**src/rtl/player_key_decoder.sv**
```systemverilog
// player_key_decoder
// Turns PS/2 set-2 scan bytes into frame-aligned movement and pause commands.
// The prefix FSM tracks E0/F0 prefixes. Two kinds of per-key state are kept:
//   - held bits: set by make codes, cleared by break codes
//   - sticky "seen" bits: make sure a short tap still produces one frame of motion
// moveLeft, moveRight and pause are updated only on startOfFrame.
// Optional feature macro: STUCK_KEY_TIMEOUT_EN. When defined, a frame counter
// force-releases movement keys if no repeat make arrives for TIMEOUT_FRAMES frames.
module player_key_decoder #(
    parameter logic [7:0] LEFT_CODE      = 8'h6B,
    parameter logic [7:0] RIGHT_CODE     = 8'h74,
    parameter logic [7:0] ALT_LEFT_CODE  = 8'h1C,
    parameter logic [7:0] ALT_RIGHT_CODE = 8'h23,
    parameter logic [7:0] PAUSE_CODE     = 8'h4D
`ifdef STUCK_KEY_TIMEOUT_EN
    ,
    parameter int unsigned TIMEOUT_FRAMES = 16
`endif
) (
    input  logic       clk,
    input  logic       resetN,
    input  logic [7:0] kbdByte,
    input  logic       kbdByteValid,
    input  logic       startOfFrame,
    output logic       moveLeft,
    output logic       moveRight,
    output logic       pause,
    output logic       protoErr
);

    localparam logic [7:0] PFX_EXT = 8'hE0;
    localparam logic [7:0] PFX_BRK = 8'hF0;

    typedef enum logic [1:0] {
        ST_IDLE    = 2'd0,
        ST_EXT     = 2'd1,
        ST_BRK     = 2'd2,
        ST_EXT_BRK = 2'd3
    } state_t;

    state_t state_r;
    state_t state_next_s;

    logic is_prefix_s;
    logic ext_make_s, ext_brk_s, nx_make_s, nx_brk_s, proto_err_s;
    logic set_arrow_l_s, clr_arrow_l_s, set_arrow_r_s, clr_arrow_r_s;
    logic set_key_a_s, clr_key_a_s, set_key_d_s, clr_key_d_s;
    logic p_make_s, p_brk_s, move_make_s;

    logic arrow_l_r, arrow_r_r, key_a_r, key_d_r, p_held_r;
    logic arrow_l_next_s, arrow_r_next_s, key_a_next_s, key_d_next_s, p_held_next_s;
    logic left_seen_r, right_seen_r, toggle_pend_r;
    logic left_seen_next_s, right_seen_next_s, toggle_pend_next_s;
    logic any_move_held_s, timeout_hit_s;
    logic frame_l_s, frame_r_s;
    logic move_left_next_s, move_right_next_s, pause_next_s;

    assign is_prefix_s = (kbdByte == PFX_EXT) || (kbdByte == PFX_BRK);

    // Prefix state register; reset drops any partial prefix sequence.
    always_ff @(posedge clk) begin
        if (!resetN) begin
            state_r <= ST_IDLE;
        end else begin
            state_r <= state_next_s;
        end
    end

    // Prefix FSM next state; only a valid byte can move it.
    always_comb begin
        state_next_s = state_r;
        if (kbdByteValid) begin
            case (state_r)
                ST_IDLE: begin
                    if (kbdByte == PFX_EXT)      state_next_s = ST_EXT;
                    else if (kbdByte == PFX_BRK) state_next_s = ST_BRK;
                    else                         state_next_s = ST_IDLE;
                end
                ST_EXT: begin
                    if (kbdByte == PFX_BRK)      state_next_s = ST_EXT_BRK;
                    else if (kbdByte == PFX_EXT) state_next_s = ST_EXT;
                    else                         state_next_s = ST_IDLE;
                end
                ST_BRK:     state_next_s = ST_IDLE;
                ST_EXT_BRK: state_next_s = ST_IDLE;
                default:    state_next_s = ST_IDLE;
            endcase
        end else begin
            state_next_s = state_r;
        end
    end

    // FSM outputs: classify the byte as make/break (ext or not) or a protocol error.
    always_comb begin
        ext_make_s  = 1'b0;
        ext_brk_s   = 1'b0;
        nx_make_s   = 1'b0;
        nx_brk_s    = 1'b0;
        proto_err_s = 1'b0;
        if (kbdByteValid) begin
            case (state_r)
                ST_IDLE:    nx_make_s = !is_prefix_s;
                ST_EXT:     ext_make_s = !is_prefix_s;
                ST_BRK: begin
                    proto_err_s = is_prefix_s;
                    nx_brk_s    = !is_prefix_s;
                end
                ST_EXT_BRK: begin
                    proto_err_s = is_prefix_s;
                    ext_brk_s   = !is_prefix_s;
                end
                default: proto_err_s = 1'b0;
            endcase
        end else begin
            proto_err_s = 1'b0;
        end
    end

    // Key events. Extended and non-extended codes are matched separately,
    // so a non-extended 6B or an extended 1C is simply ignored.
    always_comb begin
        set_arrow_l_s = ext_make_s && (kbdByte == LEFT_CODE);
        clr_arrow_l_s = ext_brk_s  && (kbdByte == LEFT_CODE);
        set_arrow_r_s = ext_make_s && (kbdByte == RIGHT_CODE);
        clr_arrow_r_s = ext_brk_s  && (kbdByte == RIGHT_CODE);
        set_key_a_s   = nx_make_s  && (kbdByte == ALT_LEFT_CODE);
        clr_key_a_s   = nx_brk_s   && (kbdByte == ALT_LEFT_CODE);
        set_key_d_s   = nx_make_s  && (kbdByte == ALT_RIGHT_CODE);
        clr_key_d_s   = nx_brk_s   && (kbdByte == ALT_RIGHT_CODE);
        p_make_s      = nx_make_s  && (kbdByte == PAUSE_CODE);
        p_brk_s       = nx_brk_s   && (kbdByte == PAUSE_CODE);
        move_make_s   = set_arrow_l_s | set_arrow_r_s | set_key_a_s | set_key_d_s;
    end

    assign any_move_held_s = arrow_l_r | arrow_r_r | key_a_r | key_d_r;

`ifdef STUCK_KEY_TIMEOUT_EN
    localparam int unsigned    CNT_W    = $clog2(TIMEOUT_FRAMES + 1);
    localparam logic [CNT_W-1:0] CNT_LAST = CNT_W'(TIMEOUT_FRAMES - 1);
    localparam logic [CNT_W-1:0] CNT_ONE  = CNT_W'(1);
    localparam logic [CNT_W-1:0] CNT_ZERO = CNT_W'(0);

    logic [CNT_W-1:0] frame_cnt_r;
    logic [CNT_W-1:0] frame_cnt_next_s;

    // A fresh movement make always wins over the timeout in the same cycle.
    assign timeout_hit_s = startOfFrame && any_move_held_s && !move_make_s &&
                           (frame_cnt_r == CNT_LAST);

    // Stuck-key counter next value: counts frames while a movement key is held.
    always_comb begin
        frame_cnt_next_s = frame_cnt_r;
        if (move_make_s || !any_move_held_s) begin
            frame_cnt_next_s = CNT_ZERO;
        end else if (startOfFrame) begin
            if (timeout_hit_s) frame_cnt_next_s = CNT_ZERO;
            else               frame_cnt_next_s = frame_cnt_r + CNT_ONE;
        end else begin
            frame_cnt_next_s = frame_cnt_r;
        end
    end

    // Stuck-key counter register.
    always_ff @(posedge clk) begin
        if (!resetN) begin
            frame_cnt_r <= CNT_ZERO;
        end else begin
            frame_cnt_r <= frame_cnt_next_s;
        end
    end
`else
    assign timeout_hit_s = 1'b0;
`endif

    // Held-bit next values. Repeated makes are idempotent.
    // A timeout force-releases all movement keys.
    always_comb begin
        arrow_l_next_s = timeout_hit_s ? 1'b0 : (set_arrow_l_s | (arrow_l_r & ~clr_arrow_l_s));
        arrow_r_next_s = timeout_hit_s ? 1'b0 : (set_arrow_r_s | (arrow_r_r & ~clr_arrow_r_s));
        key_a_next_s   = timeout_hit_s ? 1'b0 : (set_key_a_s   | (key_a_r   & ~clr_key_a_s));
        key_d_next_s   = timeout_hit_s ? 1'b0 : (set_key_d_s   | (key_d_r   & ~clr_key_d_s));
        p_held_next_s  = p_make_s | (p_held_r & ~p_brk_s);
    end

    // Sticky and pending-toggle next values. On a frame update the old values are
    // consumed first, so a byte arriving on the same cycle counts for the next frame.
    always_comb begin
        if (startOfFrame) begin
            left_seen_next_s   = set_arrow_l_s | set_key_a_s;
            right_seen_next_s  = set_arrow_r_s | set_key_d_s;
            toggle_pend_next_s = p_make_s & ~p_held_r;
        end else begin
            left_seen_next_s   = left_seen_r  | set_arrow_l_s | set_key_a_s;
            right_seen_next_s  = right_seen_r | set_arrow_r_s | set_key_d_s;
            toggle_pend_next_s = toggle_pend_r ^ (p_make_s & ~p_held_r);
        end
    end

    // Key-state registers.
    always_ff @(posedge clk) begin
        if (!resetN) begin
            arrow_l_r     <= 1'b0;
            arrow_r_r     <= 1'b0;
            key_a_r       <= 1'b0;
            key_d_r       <= 1'b0;
            p_held_r      <= 1'b0;
            left_seen_r   <= 1'b0;
            right_seen_r  <= 1'b0;
            toggle_pend_r <= 1'b0;
        end else begin
            arrow_l_r     <= arrow_l_next_s;
            arrow_r_r     <= arrow_r_next_s;
            key_a_r       <= key_a_next_s;
            key_d_r       <= key_d_next_s;
            p_held_r      <= p_held_next_s;
            left_seen_r   <= left_seen_next_s;
            right_seen_r  <= right_seen_next_s;
            toggle_pend_r <= toggle_pend_next_s;
        end
    end

    // Frame command: opposing requests cancel to "no motion".
    always_comb begin
        frame_l_s = arrow_l_r | key_a_r | left_seen_r;
        frame_r_s = arrow_r_r | key_d_r | right_seen_r;
        if (startOfFrame) begin
            move_left_next_s  = (frame_l_s & frame_r_s) ? 1'b1 : ~frame_l_s;
            move_right_next_s = (frame_l_s & frame_r_s) ? 1'b1 : ~frame_r_s;
            pause_next_s      = pause ^ toggle_pend_r;
        end else begin
            move_left_next_s  = moveLeft;
            move_right_next_s = moveRight;
            pause_next_s      = pause;
        end
    end

    // Output registers. protoErr is a one-cycle pulse; the others hold between frames.
    always_ff @(posedge clk) begin
        if (!resetN) begin
            moveLeft  <= 1'b1;
            moveRight <= 1'b1;
            pause     <= 1'b0;
            protoErr  <= 1'b0;
        end else begin
            moveLeft  <= move_left_next_s;
            moveRight <= move_right_next_s;
            pause     <= pause_next_s;
            protoErr  <= proto_err_s;
        end
    end

endmodule

```
**config.mk**
```make
export PLATFORM = sky130hd
export DESIGN_NAME = player_key_decoder
export DESIGN_NICKNAME = d
export VERILOG_FILES = /design/src/rtl/player_key_decoder.sv
export SDC_FILE = /design/constraint.sdc
export NUM_CORES = 1
export LEC_CHECK = 0
export CORE_UTILIZATION = 43
export CTS_BUF_LIST = sky130_fd_sc_hd__clkbuf_4
export DETAILED_ROUTE_END_ITERATION = 10
export PLACE_DENSITY = 0.69
export SKIP_LAST_GASP = 1
export SLEW_MARGIN = 20
export SYNTH_ARGS = -nofsm -noshare
export SYNTH_HDL_FRONTEND = slang
export SYNTH_SLANG_ARGS = --single-unit
```
**constraint.sdc**
```tcl
create_clock -name clk -period 3.8 [get_ports clk]
set_input_delay 0.38 -clock clk [delete_from_list [all_inputs] [get_ports clk]]
set_output_delay 0.38 -clock clk [all_outputs]
set_load 0.03 [all_outputs]
```
==> flow_summary.html <==
<table>
<tr><th>Metric</th><th>Value</th></tr>
<tr><th colspan="2">Routing</th></tr>
<tr><td>Metal3 WL</td><td>60 um</td></tr>
<tr><td>Total routed wire length on the met1 layer</td><td>797 um</td></tr>
<tr><td>Drt wl/cell</td><td>12.66 um</td></tr>
<tr><td>Length of routed met2 wiring</td><td>636 um</td></tr>
<tr><td>Count of nets left with antenna violations after detail routing</td><td>0</td></tr>
<tr><td>Number of DRC violations after detailed routing</td><td>2</td></tr>
<tr><td>Overall via count from detail_route</td><td>670</td></tr>
<tr><td>Drt first-iter violations</td><td>13</td></tr>
<tr><td>Via density</td><td>5.678</td></tr>
<tr><td>Final wirelength</td><td>1.494 mm</td></tr>
<tr><td>Uppermost signal routing layer after detailed routing</td><td>met3</td></tr>
<tr><td>First-pass iteration count of the detailed router</td><td>7</td></tr>
<tr><th colspan="2">STA</th></tr>
<tr><td>Final Cycle Share</td><td>0.4870</td></tr>
<tr><td>Worst clock skew</td><td>0.007251 ns</td></tr>
<tr><td>RSZ-0062 raised after global routing</td><td>false</td></tr>
<tr><td>Fin. Hold Viols</td><td>0</td></tr>
<tr><td>Total negative setup slack</td><td>0 ns</td></tr>
<tr><td>Relative max-transition margin</td><td>0.7082</td></tr>
<tr><td>Transition time at the pin with the least slew margin</td><td>0.4363 ns</td></tr>
<tr><td>Setup violation total in the final timing report</td><td>0</td></tr>
<tr><td>Number of pins exceeding their max-slew limit in the final report</td><td>0</td></tr>
<tr><td>Minimum clock period after layout</td><td>1.851 ns</td></tr>
<tr><td>Peak clock frequency supported by timing</td><td>540.4 MHz</td></tr>
<tr><th colspan="2">Power</th></tr>
<tr><td>Sequential group share of total power</td><td>0.559</td></tr>
<tr><td>Cell-internal power</td><td>0.2016 mW</td></tr>
<tr><td>Relative contribution of the clock network to total power</td><td>0.311</td></tr>
<tr><td>Overall Power</td><td>0.2646 mW</td></tr>
<tr><td>Combinational fraction of design power</td><td>0.129</td></tr>
<tr><td>Power density relative to cell area</td><td>281.6 nW/um^2</td></tr>
<tr><td>Switching power</td><td>0.06298 mW</td></tr>
<tr><td>Static Leak</td><td>0.3439 nW</td></tr>
<tr><td>Net Sw Frac</td><td>0.2380</td></tr>
<tr><td>IR Drop Worst-Case VDD</td><td>206.0 uV</td></tr>
<tr><th colspan="2">Synthesis</th></tr>
<tr><td>Synth warn</td><td>0</td></tr>
<tr><td>Netlist Area Pre-Place</td><td>747.0 um^2</td></tr>
<tr><td>Instance count of the mapped netlist</td><td>84</td></tr>
<tr><td>Post-synth top flop</td><td>sky130_fd_sc_hd__dfxtp_1</td></tr>
<tr><td>Net Count, Synth</td><td>96</td></tr>
<tr><td>Synth unique cells</td><td>33</td></tr>
<tr><td>Number of flops mapped to enable cells by yosys</td><td>0</td></tr>
<tr><td>FF+latch count, synth</td><td>14</td></tr>
<tr><td>Share of synthesized flip-flops with an asynchronous set or reset</td><td>0</td></tr>
<tr><td>Portion of the post-synthesis area used by sequential elements</td><td>0.3752</td></tr>
<tr><td>Area share of the largest cell type after synthesis</td><td>0.3752</td></tr>
<tr><td>Mean instance size in the synthesized netlist</td><td>8.892 um^2</td></tr>
<tr><td>Post-synthesis cell type with the largest combined area</td><td>sky130_fd_sc_hd__dfxtp_1</td></tr>
<tr><td>Most area-consuming cells after synthesis</td><td>sky130_fd_sc_hd__dfxtp_1, sky130_fd_sc_hd__nand2_1, sky130_fd_sc_hd__o41ai_4</td></tr>
<tr><th colspan="2">Floorplanning</th></tr>
<tr><td>Floorplan die height</td><td>43.68 um</td></tr>
<tr><td>Initial cell density of the core</td><td>0.4791</td></tr>
<tr><td>Core Footprint</td><td>1559 um^2</td></tr>
<tr><td>Overall die width</td><td>43.68 um</td></tr>
<tr><td>DIE AREA</td><td>1908 um^2</td></tr>
<tr><td>Number of top-level design ports</td><td>16</td></tr>
<tr><td>Floorplan row count</td><td>14</td></tr>
<tr><th colspan="2">Global route</th></tr>
<tr><td>GRT overflow</td><td>0</td></tr>
<tr><td>Via count of the first global-routing pass</td><td>549</td></tr>
<tr><td>GRT Overall Usage</td><td>0.1744</td></tr>
<tr><td>Pin count of the biggest net entering global routing</td><td>14</td></tr>
<tr><td>Number of antenna violations at the first check in global routing</td><td>0</td></tr>
<tr><td>First-pass GRT wire length</td><td>2.532 mm</td></tr>
<tr><th colspan="2">Placed design</th></tr>
<tr><td>Number of input and output port buffers inserted</td><td>15</td></tr>
<tr><td>Dpl hpwl</td><td>1.166 mm</td></tr>
<tr><td>Final RePlAce weighted congestion</td><td>0.8935</td></tr>
<tr><td>Total cell area at the placement stage</td><td>913.4 um^2</td></tr>
<tr><td>Placed cell count</td><td>114</td></tr>
<tr><th colspan="2">Status</th></tr>
<tr><td>Result of the run</td><td>complete, but fails checks</td></tr>
<tr><td>Violations in the final reports</td><td>DRC</td></tr>
<tr><th colspan="2">CTS</th></tr>
<tr><td>Post-CTS sizing</td><td>0</td></tr>
<tr><td>Reg clk slew, reported paths</td><td>0.07 ns</td></tr>
<tr><td>Clock latency of the later-clocked register in the worst-skew pair</td><td>0.27 ns</td></tr>
<tr><td>Buffers inserted by post-CTS timing repair</td><td>0</td></tr>
<tr><td>Maximum buffer depth of the clock tree</td><td>2</td></tr>
<tr><td>Number of buffers added to fix hold violations after cts</td><td>0</td></tr>
<tr><td>TritonCTS clock tree</td><td>done</td></tr>
<tr><td>CTS HTree Levels</td><td>1</td></tr>
<tr><td>Clock buffer count from CTS</td><td>3</td></tr>
<tr><td>Total clock sinks</td><td>14</td></tr>
<tr><td>Buffer cell driving the clock tree root</td><td>sky130_fd_sc_hd__clkbuf_4</td></tr>
<tr><th colspan="2">Setup path</th></tr>
<tr><td>Worst Setup Path Type</td><td>input pin to flop</td></tr>
<tr><td>Kind of end point of the critical path</td><td>flop</td></tr>
<tr><td>CP Max Fanout</td><td>4</td></tr>
<tr><td>WP data arrival</td><td>2.04 ns</td></tr>
<tr><td>Kind of launch point of the worst setup path</td><td>input pin</td></tr>
<tr><td>Reg2reg path depth</td><td>4</td></tr>
<tr><td>Worst reg-to-reg setup slack</td><td>2.28 ns</td></tr>
<tr><td>Endpoint of the most critical register-to-register path</td><td>toggle_pend_r</td></tr>
<tr><td>Required time of the critical path</td><td>3.99 ns</td></tr>
<tr><td>Startpoint of the lowest-slack register-to-register path</td><td>state_r[1]</td></tr>
<tr><th colspan="2">Flow run</th></tr>
<tr><td>Max-cap violations</td><td>0</td></tr>
<tr><th colspan="2">Final layout</th></tr>
<tr><td>Highest-count cells in the layout ignoring fill and taps</td><td>sky130_fd_sc_hd__clkdlybuf4s50_1, sky130_fd_sc_hd__dfxtp_1, sky130_fd_sc_hd__nand2_1, sky130_fd_sc_hd__nor2_1</td></tr>
<tr><td>Count of placed standard cells in the final layout, fillers left out</td><td>118</td></tr>
<tr><td>Final design instance area without fill</td><td>939.7 um^2</td></tr>
<tr><td>Area growth syn-to-layout</td><td>25.80%</td></tr>
<tr><td>Net total in the final layout</td><td>115</td></tr>
<tr><td>Share of post-route cells with drive strength above 1</td><td>0.09804</td></tr>
<tr><td>Most frequent standard cell in the layout excluding fill and tap cells</td><td>sky130_fd_sc_hd__clkdlybuf4s50_1</td></tr>
<tr><td>Number of antenna diodes</td><td>0</td></tr>
<tr><td>Layout filler cell count</td><td>148</td></tr>
<tr><th colspan="2">Hold path</th></tr>
<tr><td>Worst hold stages</td><td>2</td></tr>
<tr><td>Worst min path class</td><td>flop to flop</td></tr>
<tr><td>Endpoint of the worst hold path</td><td>key_d_r</td></tr>
<tr><td>Start point of the worst min-delay path</td><td>key_d_r</td></tr>
</table>
sequential cells by signal, summed over array words and instances (netlist names):
signal,cells
protoErr,1
arrow_l_r,1
toggle_pend_r,1
pause,1
key_d_r,1
arrow_r_r,1
state_r,2
right_seen_r,1
moveRight,1
moveLeft,1
p_held_r,1
left_seen_r,1
key_a_r,1
cell usage after synthesis, types with 2 or more instances:
cell type,instances
sky130_fd_sc_hd__nand4_1,2
sky130_fd_sc_hd__or2_2,2
sky130_fd_sc_hd__nor2_1,6
sky130_fd_sc_hd__o32ai_1,2
sky130_fd_sc_hd__nor4_1,3
sky130_fd_sc_hd__nor3_1,2
sky130_fd_sc_hd__or4_1,3
sky130_fd_sc_hd__o21ai_0,4
sky130_fd_sc_hd__nor2b_1,3
sky130_fd_sc_hd__mux2i_1,2
sky130_fd_sc_hd__dfxtp_1,14
sky130_fd_sc_hd__nand2b_1,2
sky130_fd_sc_hd__nand3b_1,3
sky130_fd_sc_hd__inv_1,4
sky130_fd_sc_hd__a21oi_1,3
sky130_fd_sc_hd__nand2_1,11
sky130_fd_sc_hd__nand3_1,2
cells by family (layout without fill, tap and decap cells):
kind of cell              count (synthesis)  in the layout  synth area share
and+or+nand+nor                          48             48            0.4154
AOI/OAI and AO/OA                        14             14            0.1457
DFF                                      14             14            0.3752
buffers and inverters                     5             23           0.02511
muxes                                     2              2           0.02680
xor gates and xnor gates                  1              1           0.01173
how the worst max path moves through the flow:
stage                               to  slack (ns)  startpoint
after floorplan           right_seen_r        2.22  kbdByte[2]
final                     right_seen_r        1.95  kbdByte[5]
after detailed placement       key_d_r        1.67  kbdByte[5]
after CTS                 right_seen_r        1.95  kbdByte[5]
after global routing      right_seen_r        1.89  kbdByte[5]
after global placement         key_d_r        1.67  kbdByte[5]
power by group through the flow:
stage | registers [mW] | logic [mW] | clock network [mW]
6_report | 0.148 | 0.0342 | 0.0823
5_1_grt | 0.148 | 0.0369 | 0.0921
4_1_cts | 0.148 | 0.0342 | 0.0865
3_5_place_dp | 0.152 | 0.0340 | 0
3_3_place_gp | 0.152 | 0.0341 | 0
2_1_floorplan | 0.151 | 0.0145 | 0
metal layers:
layer / GRT usage / vias up
met5: 0 / -
met4: 0.03750 / 0
met2: 0.2507 / 10
met3: 0.03750 / 0
li1: - / 350
met1: 0.2655 / 310
final cells by class:
cell class              instances  area [um^2]  area share
clock buffers                   3        22.52     0.02397
clock inverters                 1        3.754    0.003995
inverters                       4        15.01     0.01598
multi-input cells              65        447.9      0.4767
flip-flops and latches         14        280.3      0.2983
well taps                      16        20.02     0.02130
repair buffers                 15        150.1      0.1598
through the flow:
| stage | hold slack, ns | worst slack (ns) | utilization |
|---|---|---|---|
| 5_1_grt | 0.5011 | 1.895 | 0.6027 |
| 4_1_cts | 0.4747 | 1.954 | 0.6027 |
| 6_report | 0.4667 | 1.949 | 0.6027 |
| 2_1_floorplan | 0.4367 | 2.222 | - |
| 3_5_place_dp | 0.4592 | 1.669 | 0.5859 |
| 3_3_place_gp | 0.4526 | 1.666 | 0.5859 |
worst max-delay path: stages:
cell and delay (ns):
sky130_fd_sc_hd__clkdlybuf4s50_1 0.52, sky130_fd_sc_hd__nand2b_1 0.18, sky130_fd_sc_hd__or4_1 0.52, sky130_fd_sc_hd__or3_1 0.33
sky130_fd_sc_hd__o211ai_1 0.10
Note: power is estimated with default switching activity, not from simulation.
